## src/rtl/id_ex_if.sv

```systemverilog
// ID/EX stage bundle: decoded-instruction inputs, bypass producers and EX-side outputs.
// The driver of the ID and bypass signals uses master; id_ex_stage uses slave.
interface id_ex_if #(
   parameter int XLEN   = 32,
   parameter int REG_AW = 5,
   parameter int CTRL_W = 5
);
   // Decoded instruction from ID
   logic              id_valid;
   logic [XLEN-1:0]   id_pc;
   logic [CTRL_W-1:0] id_alu_ctrl;
   logic [REG_AW-1:0] id_rs1_addr;
   logic [REG_AW-1:0] id_rs2_addr;
   logic              id_rs1_used;
   logic              id_rs2_used;
   logic [XLEN-1:0]   id_rs1_data;
   logic [XLEN-1:0]   id_rs2_data;
   logic [XLEN-1:0]   id_imm;
   logic              id_src1_pc;
   logic              id_src2_imm;
   logic [REG_AW-1:0] id_rd_addr;
   logic              id_reg_write;
   logic              id_mem_read;
   logic              id_mem_write;

   // Pipeline control
   logic              flush;
   logic              hold;

   // Bypass producers
   logic              exm_valid;
   logic              exm_reg_write;
   logic [REG_AW-1:0] exm_rd_addr;
   logic [XLEN-1:0]   exm_data;
   logic              wb_valid;
   logic              wb_reg_write;
   logic [REG_AW-1:0] wb_rd_addr;
   logic [XLEN-1:0]   wb_data;

   // EX-side results
   logic              id_stall;
   logic              ex_valid;
   logic [XLEN-1:0]   ex_pc;
   logic [REG_AW-1:0] ex_rd_addr;
   logic              ex_reg_write;
   logic              ex_mem_read;
   logic              ex_mem_write;
   logic [CTRL_W-1:0] alu_ctrl;
   logic [XLEN-1:0]   alu_in1;
   logic [XLEN-1:0]   alu_in2;
   logic [XLEN-1:0]   ex_store_data;

   modport master (
      output id_valid, id_pc, id_alu_ctrl, id_rs1_addr, id_rs2_addr,
             id_rs1_used, id_rs2_used, id_rs1_data, id_rs2_data, id_imm,
             id_src1_pc, id_src2_imm, id_rd_addr, id_reg_write, id_mem_read,
             id_mem_write, flush, hold,
             exm_valid, exm_reg_write, exm_rd_addr, exm_data,
             wb_valid, wb_reg_write, wb_rd_addr, wb_data,
      input  id_stall, ex_valid, ex_pc, ex_rd_addr, ex_reg_write, ex_mem_read,
             ex_mem_write, alu_ctrl, alu_in1, alu_in2, ex_store_data
   );

   modport slave (
      input  id_valid, id_pc, id_alu_ctrl, id_rs1_addr, id_rs2_addr,
             id_rs1_used, id_rs2_used, id_rs1_data, id_rs2_data, id_imm,
             id_src1_pc, id_src2_imm, id_rd_addr, id_reg_write, id_mem_read,
             id_mem_write, flush, hold,
             exm_valid, exm_reg_write, exm_rd_addr, exm_data,
             wb_valid, wb_reg_write, wb_rd_addr, wb_data,
      output id_stall, ex_valid, ex_pc, ex_rd_addr, ex_reg_write, ex_mem_read,
             ex_mem_write, alu_ctrl, alu_in1, alu_in2, ex_store_data
   );
endinterface

```

## src/rtl/id_ex_stage.sv

```systemverilog
// ID/EX pipeline register with load-use stall, flush/hold control and
// two-level operand forwarding (EX/MEM over MEM/WB) feeding the EX ALU.
module id_ex_stage #(
   parameter int XLEN   = 32,
   parameter int REG_AW = 5,
   parameter int CTRL_W = 5
) (
   input logic   clk,
   input logic   rst,
   id_ex_if.slave bus
);

   typedef struct packed {
      logic              valid;
      logic [XLEN-1:0]   pc;
      logic [CTRL_W-1:0] alu_ctrl;
      logic [REG_AW-1:0] rs1_addr;
      logic [REG_AW-1:0] rs2_addr;
      logic [XLEN-1:0]   rs1_data;
      logic [XLEN-1:0]   rs2_data;
      logic [XLEN-1:0]   imm;
      logic              src1_pc;
      logic              src2_imm;
      logic [REG_AW-1:0] rd_addr;
      logic              reg_write;
      logic              mem_read;
      logic              mem_write;
   } ex_reg_t;

   typedef enum logic [1:0] {
      UPD_LOAD,
      UPD_HOLD,
      UPD_BUBBLE
   } upd_e;

   ex_reg_t         ex_q;
   ex_reg_t         ex_d;
   upd_e            upd;
   logic            load_use;
   logic            wb_hit_id1;
   logic            wb_hit_id2;
   logic [XLEN-1:0] fwd_rs1;
   logic [XLEN-1:0] fwd_rs2;

   // A producer only bypasses when it really writes a non-zero register.
   function automatic logic producer_hit(
      input logic              valid,
      input logic              reg_write,
      input logic [REG_AW-1:0] rd,
      input logic [REG_AW-1:0] rs
   );
      return valid && reg_write && (rd != '0) && (rd == rs);
   endfunction

   // Load in EX whose result a valid ID instruction actually reads.
   assign load_use = ex_q.valid && ex_q.mem_read && (ex_q.rd_addr != '0) &&
                     bus.id_valid &&
                     ((bus.id_rs1_used && (bus.id_rs1_addr == ex_q.rd_addr)) ||
                      (bus.id_rs2_used && (bus.id_rs2_addr == ex_q.rd_addr)));

   // A flushed ID instruction is discarded, so it must never stall.
   assign bus.id_stall = load_use && !bus.flush;

   assign wb_hit_id1 = producer_hit(bus.wb_valid, bus.wb_reg_write,
                                    bus.wb_rd_addr, bus.id_rs1_addr);
   assign wb_hit_id2 = producer_hit(bus.wb_valid, bus.wb_reg_write,
                                    bus.wb_rd_addr, bus.id_rs2_addr);

   always_comb begin
      upd = UPD_LOAD;
      if (bus.flush)     upd = UPD_BUBBLE;
      else if (bus.hold) upd = UPD_HOLD;
      else if (load_use) upd = UPD_BUBBLE;
   end

   // NOTE: every always_comb output gets a default first so no path can infer a latch.
   always_comb begin
      ex_d = ex_q;
      case (upd)
         UPD_BUBBLE: begin
            ex_d.valid     = 1'b0;
            ex_d.alu_ctrl  = '0;
            ex_d.reg_write = 1'b0;
            ex_d.mem_read  = 1'b0;
            ex_d.mem_write = 1'b0;
         end
         UPD_LOAD: begin
            ex_d.valid     = bus.id_valid;
            ex_d.pc        = bus.id_pc;
            ex_d.alu_ctrl  = bus.id_valid ? bus.id_alu_ctrl : '0;
            ex_d.rs1_addr  = bus.id_rs1_addr;
            ex_d.rs2_addr  = bus.id_rs2_addr;
            // WB writes the register file this same cycle; ID read the old value.
            ex_d.rs1_data  = wb_hit_id1 ? bus.wb_data : bus.id_rs1_data;
            ex_d.rs2_data  = wb_hit_id2 ? bus.wb_data : bus.id_rs2_data;
            ex_d.imm       = bus.id_imm;
            ex_d.src1_pc   = bus.id_src1_pc;
            ex_d.src2_imm  = bus.id_src2_imm;
            ex_d.rd_addr   = bus.id_rd_addr;
            ex_d.reg_write = bus.id_valid && bus.id_reg_write;
            ex_d.mem_read  = bus.id_valid && bus.id_mem_read;
            ex_d.mem_write = bus.id_valid && bus.id_mem_write;
         end
         default: ;
      endcase
   end

   // NOTE: state registers use non-blocking assignment so every flop samples pre-edge values.
   always_ff @(posedge clk) begin
      if (rst) ex_q <= '0;
      else     ex_q <= ex_d;
   end

   // The younger EX/MEM result wins over MEM/WB.
   always_comb begin
      fwd_rs1 = ex_q.rs1_data;
      if (producer_hit(bus.exm_valid, bus.exm_reg_write, bus.exm_rd_addr, ex_q.rs1_addr))
         fwd_rs1 = bus.exm_data;
      else if (producer_hit(bus.wb_valid, bus.wb_reg_write, bus.wb_rd_addr, ex_q.rs1_addr))
         fwd_rs1 = bus.wb_data;
   end

   always_comb begin
      fwd_rs2 = ex_q.rs2_data;
      if (producer_hit(bus.exm_valid, bus.exm_reg_write, bus.exm_rd_addr, ex_q.rs2_addr))
         fwd_rs2 = bus.exm_data;
      else if (producer_hit(bus.wb_valid, bus.wb_reg_write, bus.wb_rd_addr, ex_q.rs2_addr))
         fwd_rs2 = bus.wb_data;
   end

   assign bus.ex_valid      = ex_q.valid;
   assign bus.ex_pc         = ex_q.pc;
   assign bus.ex_rd_addr    = ex_q.rd_addr;
   assign bus.ex_reg_write  = ex_q.valid && ex_q.reg_write;
   assign bus.ex_mem_read   = ex_q.valid && ex_q.mem_read;
   assign bus.ex_mem_write  = ex_q.valid && ex_q.mem_write;
   assign bus.alu_ctrl      = ex_q.valid ? ex_q.alu_ctrl : '0;
   assign bus.alu_in1       = ex_q.src1_pc  ? ex_q.pc  : fwd_rs1;
   assign bus.alu_in2       = ex_q.src2_imm ? ex_q.imm : fwd_rs2;
   assign bus.ex_store_data = fwd_rs2;

endmodule

```

## src/flat_wrapper.sv

```systemverilog
// flat-port wrapper written by rule: the top's interface ports become plain ports
module id_ex_stage_flat 
#(
   parameter int XLEN   = 32,
   parameter int REG_AW = 5,
   parameter int CTRL_W = 5
)
  (clk, rst, bus_id_valid, bus_id_pc, bus_id_alu_ctrl, bus_id_rs1_addr, bus_id_rs2_addr, bus_id_rs1_used, bus_id_rs2_used, bus_id_rs1_data, bus_id_rs2_data, bus_id_imm, bus_id_src1_pc, bus_id_src2_imm, bus_id_rd_addr, bus_id_reg_write, bus_id_mem_read, bus_id_mem_write, bus_flush, bus_hold, bus_exm_valid, bus_exm_reg_write, bus_exm_rd_addr, bus_exm_data, bus_wb_valid, bus_wb_reg_write, bus_wb_rd_addr, bus_wb_data, bus_id_stall, bus_ex_valid, bus_ex_pc, bus_ex_rd_addr, bus_ex_reg_write, bus_ex_mem_read, bus_ex_mem_write, bus_alu_ctrl, bus_alu_in1, bus_alu_in2, bus_ex_store_data);
  id_ex_if #(.XLEN(XLEN), .REG_AW(REG_AW), .CTRL_W(CTRL_W)) bus_i ();
  input logic clk;
  input logic rst;
  input wire logic [$bits(bus_i.id_valid)-1:0] bus_id_valid;
  input wire logic [$bits(bus_i.id_pc)-1:0] bus_id_pc;
  input wire logic [$bits(bus_i.id_alu_ctrl)-1:0] bus_id_alu_ctrl;
  input wire logic [$bits(bus_i.id_rs1_addr)-1:0] bus_id_rs1_addr;
  input wire logic [$bits(bus_i.id_rs2_addr)-1:0] bus_id_rs2_addr;
  input wire logic [$bits(bus_i.id_rs1_used)-1:0] bus_id_rs1_used;
  input wire logic [$bits(bus_i.id_rs2_used)-1:0] bus_id_rs2_used;
  input wire logic [$bits(bus_i.id_rs1_data)-1:0] bus_id_rs1_data;
  input wire logic [$bits(bus_i.id_rs2_data)-1:0] bus_id_rs2_data;
  input wire logic [$bits(bus_i.id_imm)-1:0] bus_id_imm;
  input wire logic [$bits(bus_i.id_src1_pc)-1:0] bus_id_src1_pc;
  input wire logic [$bits(bus_i.id_src2_imm)-1:0] bus_id_src2_imm;
  input wire logic [$bits(bus_i.id_rd_addr)-1:0] bus_id_rd_addr;
  input wire logic [$bits(bus_i.id_reg_write)-1:0] bus_id_reg_write;
  input wire logic [$bits(bus_i.id_mem_read)-1:0] bus_id_mem_read;
  input wire logic [$bits(bus_i.id_mem_write)-1:0] bus_id_mem_write;
  input wire logic [$bits(bus_i.flush)-1:0] bus_flush;
  input wire logic [$bits(bus_i.hold)-1:0] bus_hold;
  input wire logic [$bits(bus_i.exm_valid)-1:0] bus_exm_valid;
  input wire logic [$bits(bus_i.exm_reg_write)-1:0] bus_exm_reg_write;
  input wire logic [$bits(bus_i.exm_rd_addr)-1:0] bus_exm_rd_addr;
  input wire logic [$bits(bus_i.exm_data)-1:0] bus_exm_data;
  input wire logic [$bits(bus_i.wb_valid)-1:0] bus_wb_valid;
  input wire logic [$bits(bus_i.wb_reg_write)-1:0] bus_wb_reg_write;
  input wire logic [$bits(bus_i.wb_rd_addr)-1:0] bus_wb_rd_addr;
  input wire logic [$bits(bus_i.wb_data)-1:0] bus_wb_data;
  output wire logic [$bits(bus_i.id_stall)-1:0] bus_id_stall;
  output wire logic [$bits(bus_i.ex_valid)-1:0] bus_ex_valid;
  output wire logic [$bits(bus_i.ex_pc)-1:0] bus_ex_pc;
  output wire logic [$bits(bus_i.ex_rd_addr)-1:0] bus_ex_rd_addr;
  output wire logic [$bits(bus_i.ex_reg_write)-1:0] bus_ex_reg_write;
  output wire logic [$bits(bus_i.ex_mem_read)-1:0] bus_ex_mem_read;
  output wire logic [$bits(bus_i.ex_mem_write)-1:0] bus_ex_mem_write;
  output wire logic [$bits(bus_i.alu_ctrl)-1:0] bus_alu_ctrl;
  output wire logic [$bits(bus_i.alu_in1)-1:0] bus_alu_in1;
  output wire logic [$bits(bus_i.alu_in2)-1:0] bus_alu_in2;
  output wire logic [$bits(bus_i.ex_store_data)-1:0] bus_ex_store_data;
  assign bus_i.id_valid = bus_id_valid;
  assign bus_i.id_pc = bus_id_pc;
  assign bus_i.id_alu_ctrl = bus_id_alu_ctrl;
  assign bus_i.id_rs1_addr = bus_id_rs1_addr;
  assign bus_i.id_rs2_addr = bus_id_rs2_addr;
  assign bus_i.id_rs1_used = bus_id_rs1_used;
  assign bus_i.id_rs2_used = bus_id_rs2_used;
  assign bus_i.id_rs1_data = bus_id_rs1_data;
  assign bus_i.id_rs2_data = bus_id_rs2_data;
  assign bus_i.id_imm = bus_id_imm;
  assign bus_i.id_src1_pc = bus_id_src1_pc;
  assign bus_i.id_src2_imm = bus_id_src2_imm;
  assign bus_i.id_rd_addr = bus_id_rd_addr;
  assign bus_i.id_reg_write = bus_id_reg_write;
  assign bus_i.id_mem_read = bus_id_mem_read;
  assign bus_i.id_mem_write = bus_id_mem_write;
  assign bus_i.flush = bus_flush;
  assign bus_i.hold = bus_hold;
  assign bus_i.exm_valid = bus_exm_valid;
  assign bus_i.exm_reg_write = bus_exm_reg_write;
  assign bus_i.exm_rd_addr = bus_exm_rd_addr;
  assign bus_i.exm_data = bus_exm_data;
  assign bus_i.wb_valid = bus_wb_valid;
  assign bus_i.wb_reg_write = bus_wb_reg_write;
  assign bus_i.wb_rd_addr = bus_wb_rd_addr;
  assign bus_i.wb_data = bus_wb_data;
  assign bus_id_stall = bus_i.id_stall;
  assign bus_ex_valid = bus_i.ex_valid;
  assign bus_ex_pc = bus_i.ex_pc;
  assign bus_ex_rd_addr = bus_i.ex_rd_addr;
  assign bus_ex_reg_write = bus_i.ex_reg_write;
  assign bus_ex_mem_read = bus_i.ex_mem_read;
  assign bus_ex_mem_write = bus_i.ex_mem_write;
  assign bus_alu_ctrl = bus_i.alu_ctrl;
  assign bus_alu_in1 = bus_i.alu_in1;
  assign bus_alu_in2 = bus_i.alu_in2;
  assign bus_ex_store_data = bus_i.ex_store_data;
  id_ex_stage #(.XLEN(XLEN), .REG_AW(REG_AW), .CTRL_W(CTRL_W)) u_core (.clk(clk), .rst(rst), .bus(bus_i));
endmodule
```

## config.mk

```make
export PLATFORM = sky130hd
export DESIGN_NAME = id_ex_stage_flat
export DESIGN_NICKNAME = d
export VERILOG_FILES = /design/src/rtl/id_ex_if.sv /design/src/rtl/id_ex_stage.sv /design/src/flat_wrapper.sv
export SDC_FILE = /design/constraint.sdc
export NUM_CORES = 1
export LEC_CHECK = 0
export BUFFER_PORTS_ARGS = -buffer_cell sky130_fd_sc_hd__buf_2
export CELL_PAD_IN_SITES_DETAIL_PLACEMENT = 2
export CELL_PAD_IN_SITES_GLOBAL_PLACEMENT = 2
export CORE_ASPECT_RATIO = 1.75
export CORE_MARGIN = 5
export CORE_UTILIZATION = 32
export DETAILED_ROUTE_END_ITERATION = 7
export PLACE_DENSITY_LB_ADDON = 0.25
export SETUP_SLACK_MARGIN = 0.02
export SLEW_MARGIN = 20
export SYNTH_ARGS = -nofsm -noshare
export SYNTH_HDL_FRONTEND = slang
export SYNTH_SLANG_ARGS = --single-unit
```

## constraint.sdc

```tcl
create_clock -name clk -period 5.65 [get_ports clk]
set_clock_uncertainty 0.05 [all_clocks]
set_input_delay 0.565 -clock clk [delete_from_list [all_inputs] [get_ports clk]]
set_output_delay 0.565 -clock clk [all_outputs]
set_load 0.01 [all_outputs]
```

==> out/qor.csv <==
stage,metric,value,unit
worst_setup_path,crit_required,5.04,ns
place,place.gp.congestion,0.842,
grt,antenna_found_initial,14,
drt,avgViaCountPerCell,5.34,
worst_setup_path,crit_arrival,3.35,ns
logic_synthesis,muxShareOfSynthArea,0.132,
final_layout,regArea,3090,sq um
grt,grt_max_degree,147,
grt,grt_pass1_vias,12400,
clock_network,cts_tree,yes,
grt,grt.total_usage,0.249,
final_layout,multi_input_area,7520,sq um
pwr,p_int,0.00214,W
worst_setup_path,reg2reg_slack,2.55,ns
final_layout,layout.nets,1839,
worst_setup_path,ff2ff_path_depth,6,
floorplanning,die_y,262,microns
floorplanning,die_w,154,microns
worst_setup_path,critical_path.max_fanout,19,
pwr,power_frac_seq,0.387,
logic_synthesis,yosysMostFrequentCell,nand2b_1,
floorplanning,io_pins,381,
grt,grt_pass1_wl,76200,microns
logic_synthesis,synth_area_leaders,"dfxtp_1 (27%), nand2b_1 (9.1%), a221oi_2 (7.8%)",
place,portBuffers,380,
logic_synthesis,synthesis.nets,1585,
logic_synthesis,synthFlopType,dfxtp_1,
logic_synthesis,avgSynthCellArea,8.59,sq um
min_path,holdPathStages,3,
logic_synthesis,synthSimpleGateAreaFrac,0.263,
logic_synthesis,synthCells,1347,
pwr,swShare,0.315,
logic_synthesis,synth_area,11600,sq um
final_layout,synthToLayoutAreaGrowth,20.2,%
drt,wl,52300,microns
min_path,min_to,u_core.bus.ex_pc[20],
logic_synthesis,ys_ff_latch,154,
final_layout,drive_gt1_frac,0.391,
place,place_hpwl,38100,microns
drt,vias,11200,
logic_synthesis,synth_edf_count,0,
drt,routedWlPerCell,24.9,microns
clock_network,cts_resized,0,
min_path,hold_path_class,input port to flip-flop,
drt,ant_nets,0,
pwr,irDropWorstVdd,0.000214,V
timing,hold_viol,0,
floorplanning,core,35900,sq um
clock_network,cts_buffer_depth,2,
flow_run,drv_cap,0,
logic_synthesis,synth_xor_area_frac,0.0303,
timing,setup_tns,0,ns
pwr,switchingPower,0.000980,W
status,status,"finished, final reports clean",
timing,tightestPinTransition,1.05,ns
logic_synthesis,yosysSeqAreaShare,0.266,
clock_network,numCtsBuffers,17,
logic_synthesis,yosys.cell_types.count,45,
worst_setup_path,r2r-start,u_core.bus.ex_rd_addr[0],
worst_setup_path,start_kind,input port,
timing,finalSetupViolations,0,
clock_network,cts_root_buf,clkbuf_16,
final_layout,nFillCells,4213,
drt,dr.pass1.iters,4,
logic_synthesis,synth_compound_area_frac,0.218,
logic_synthesis,synth_top_family_by_area,simple AND/OR/NAND/NOR gates,
floorplanning,initial_core_util,0.322,
logic_synthesis,ys_async_sr_fraction,0,
logic_synthesis,synth_commonest_cells,"nand2b_1 (169), dfxtp_1 (154), nor2_1 (100)",
clock_network,worstSkewPairLatency,0.45,ns
pwr,leakage,5.81,nW
logic_synthesis,synth_top_area_cell,dfxtp_1,
timing,fin_crit_sh,0.702,
timing,period_needed,3.97,ns
drt,drc_errors,0,
timing,max_clock_freq,0.252,GHz
pwr,power.density,224,nW/um^2
clock_network,post-cts-setup-buffers,0,
drt,drt_iter0_markers,382,
clock_network,cts_hold_buf,0,
timing,slew_headroom,0.300,
floorplanning,row_count,92,
logic_synthesis,synth_warnings,0,
timing,drv_slew,0,
clock_network,htreeDepth,4,
logic_synthesis,synth_top_cell_area_share,0.266,
pwr,p_comb_frac,0.219,
floorplanning,die_area,40200,sq um
worst_setup_path,reg2reg_to,u_core.bus.ex_pc[21],
timing,hold_ws,0.309,ns
clock_network,path_clk_slew,0.08,ns
grt,grt_overflow,0,
min_path,min_from,bus_id_pc[20],
timing,rsz0062_at_grt,false,
worst_setup_path,path_class,input port to output pin,
worst_setup_path,cp-end-kind,output pin,
clock_network,clock-sinks,154,
logic_synthesis,yosys.area_share.adder,0,
pwr,clkPwrFrac,0.394,
-- area by class of cell --
cell class	instances	area share
multi-input combinational	1029	0.541
sequential	154	0.222
timing repair buffer	399	0.149
tap	470	0.0423
clock buffer	21	0.0338
clock inverter	11	0.00980
antenna	13	0.00234
-- metrics by stage --
stage               area (sq um)  utilization  total power [W]  std cells  setup slack [ns]
floorplan                  11600            -          0.00163       1347              2.85
global placement           13200        0.369          0.00190       2051              1.77
detailed placement         13200        0.369          0.00192       2051              1.72
CTS                        13800        0.386          0.00316       2083              1.70
global route               13900        0.387          0.00325       2094              1.61
finish                     13900        0.387          0.00311       2097              1.68
-- cell families (layout without fill, tap and decap cells) --
family                    Yosys count  count (layout)
AOI/OAI and AO/OA                 277             277
xor gates and xnor gates           40              40
buffers and inverters             164             431
DFF                               154             154
muxes                             145             145
other                               0              13
and+or+nand+nor                   567             567
-- cell usage in the layout, fill, tap and decap left out, types with 3 or more instances in the layout --
cell,count
xnor2_1,22
clkbuf_8,4
nand2b_1,169
nor2b_1,66
a221oi_2,60
inv_6,4
a21oi_1,66
o31ai_2,60
nand2_1,73
nor2_1,98
o31ai_1,4
buf_4,18
mux2i_1,81
o21ai_0,71
nand4_1,5
dfxtp_1,152
nand3_1,64
buf_2,379
xor2_1,16
and2_1,74
clkinv_4,3
mux2_2,62
clkbuf_16,17
nor3_1,3
a221oi_1,4
diode_2,13
-- sequential cells by signal, summed over array words and instances (netlist names) --
register,count
u_core.bus.ex_pc,32
u_core.bus.ex_rd_addr,5
u_core.bus.ex_valid,1
u_core.ex_q,116
-- per-layer routing --
layer | part of all wire | GRT usage | vias to the layer above
li1 | - | - | 5167
met1 | 0.36 | 0.255 | 5595
met2 | 0.55 | 0.475 | 331
met3 | 0.044 | 0.0484 | 100
met4 | 0.042 | 0.129 | 2
met5 | 0.00025 | 0 | -
-- critical path, stage by stage --
cell and delay [ns]:
buf_2 0.14, or4_4 0.61, o21ai_4 0.24, or3b_2 0.70
buf_4 0.45, a221oi_2 0.14, o31ai_2 0.28, buf_2 0.21
-- worst max path at each step --
stage	from	to	slack (ns)	cells after the start
global route	bus_wb_rd_addr[2]	bus_alu_in1[15]	1.61	8
floorplan	bus_wb_rd_addr[4]	bus_alu_in2[10]	2.85	8
detailed placement	bus_wb_rd_addr[2]	bus_alu_in1[11]	1.72	8
CTS	bus_wb_rd_addr[2]	bus_alu_in1[11]	1.70	8
global placement	bus_wb_rd_addr[2]	bus_alu_in1[28]	1.77	8
finish	bus_wb_rd_addr[2]	bus_alu_in1[15]	1.68	8
-- power by group through the flow --
| stage | sequential [W] | clock, W | combinational, W |
|---|---|---|---|
| floorplan | 0.00119 | 0 | 0.000440 |
| global placement | 0.00123 | 0 | 0.000669 |
| detailed placement | 0.00123 | 0 | 0.000686 |
| CTS | 0.00121 | 0.00126 | 0.000689 |
| global route | 0.00121 | 0.00131 | 0.000734 |
| finish | 0.00121 | 0.00123 | 0.000681 |
(Power assumes the default switching activity.)
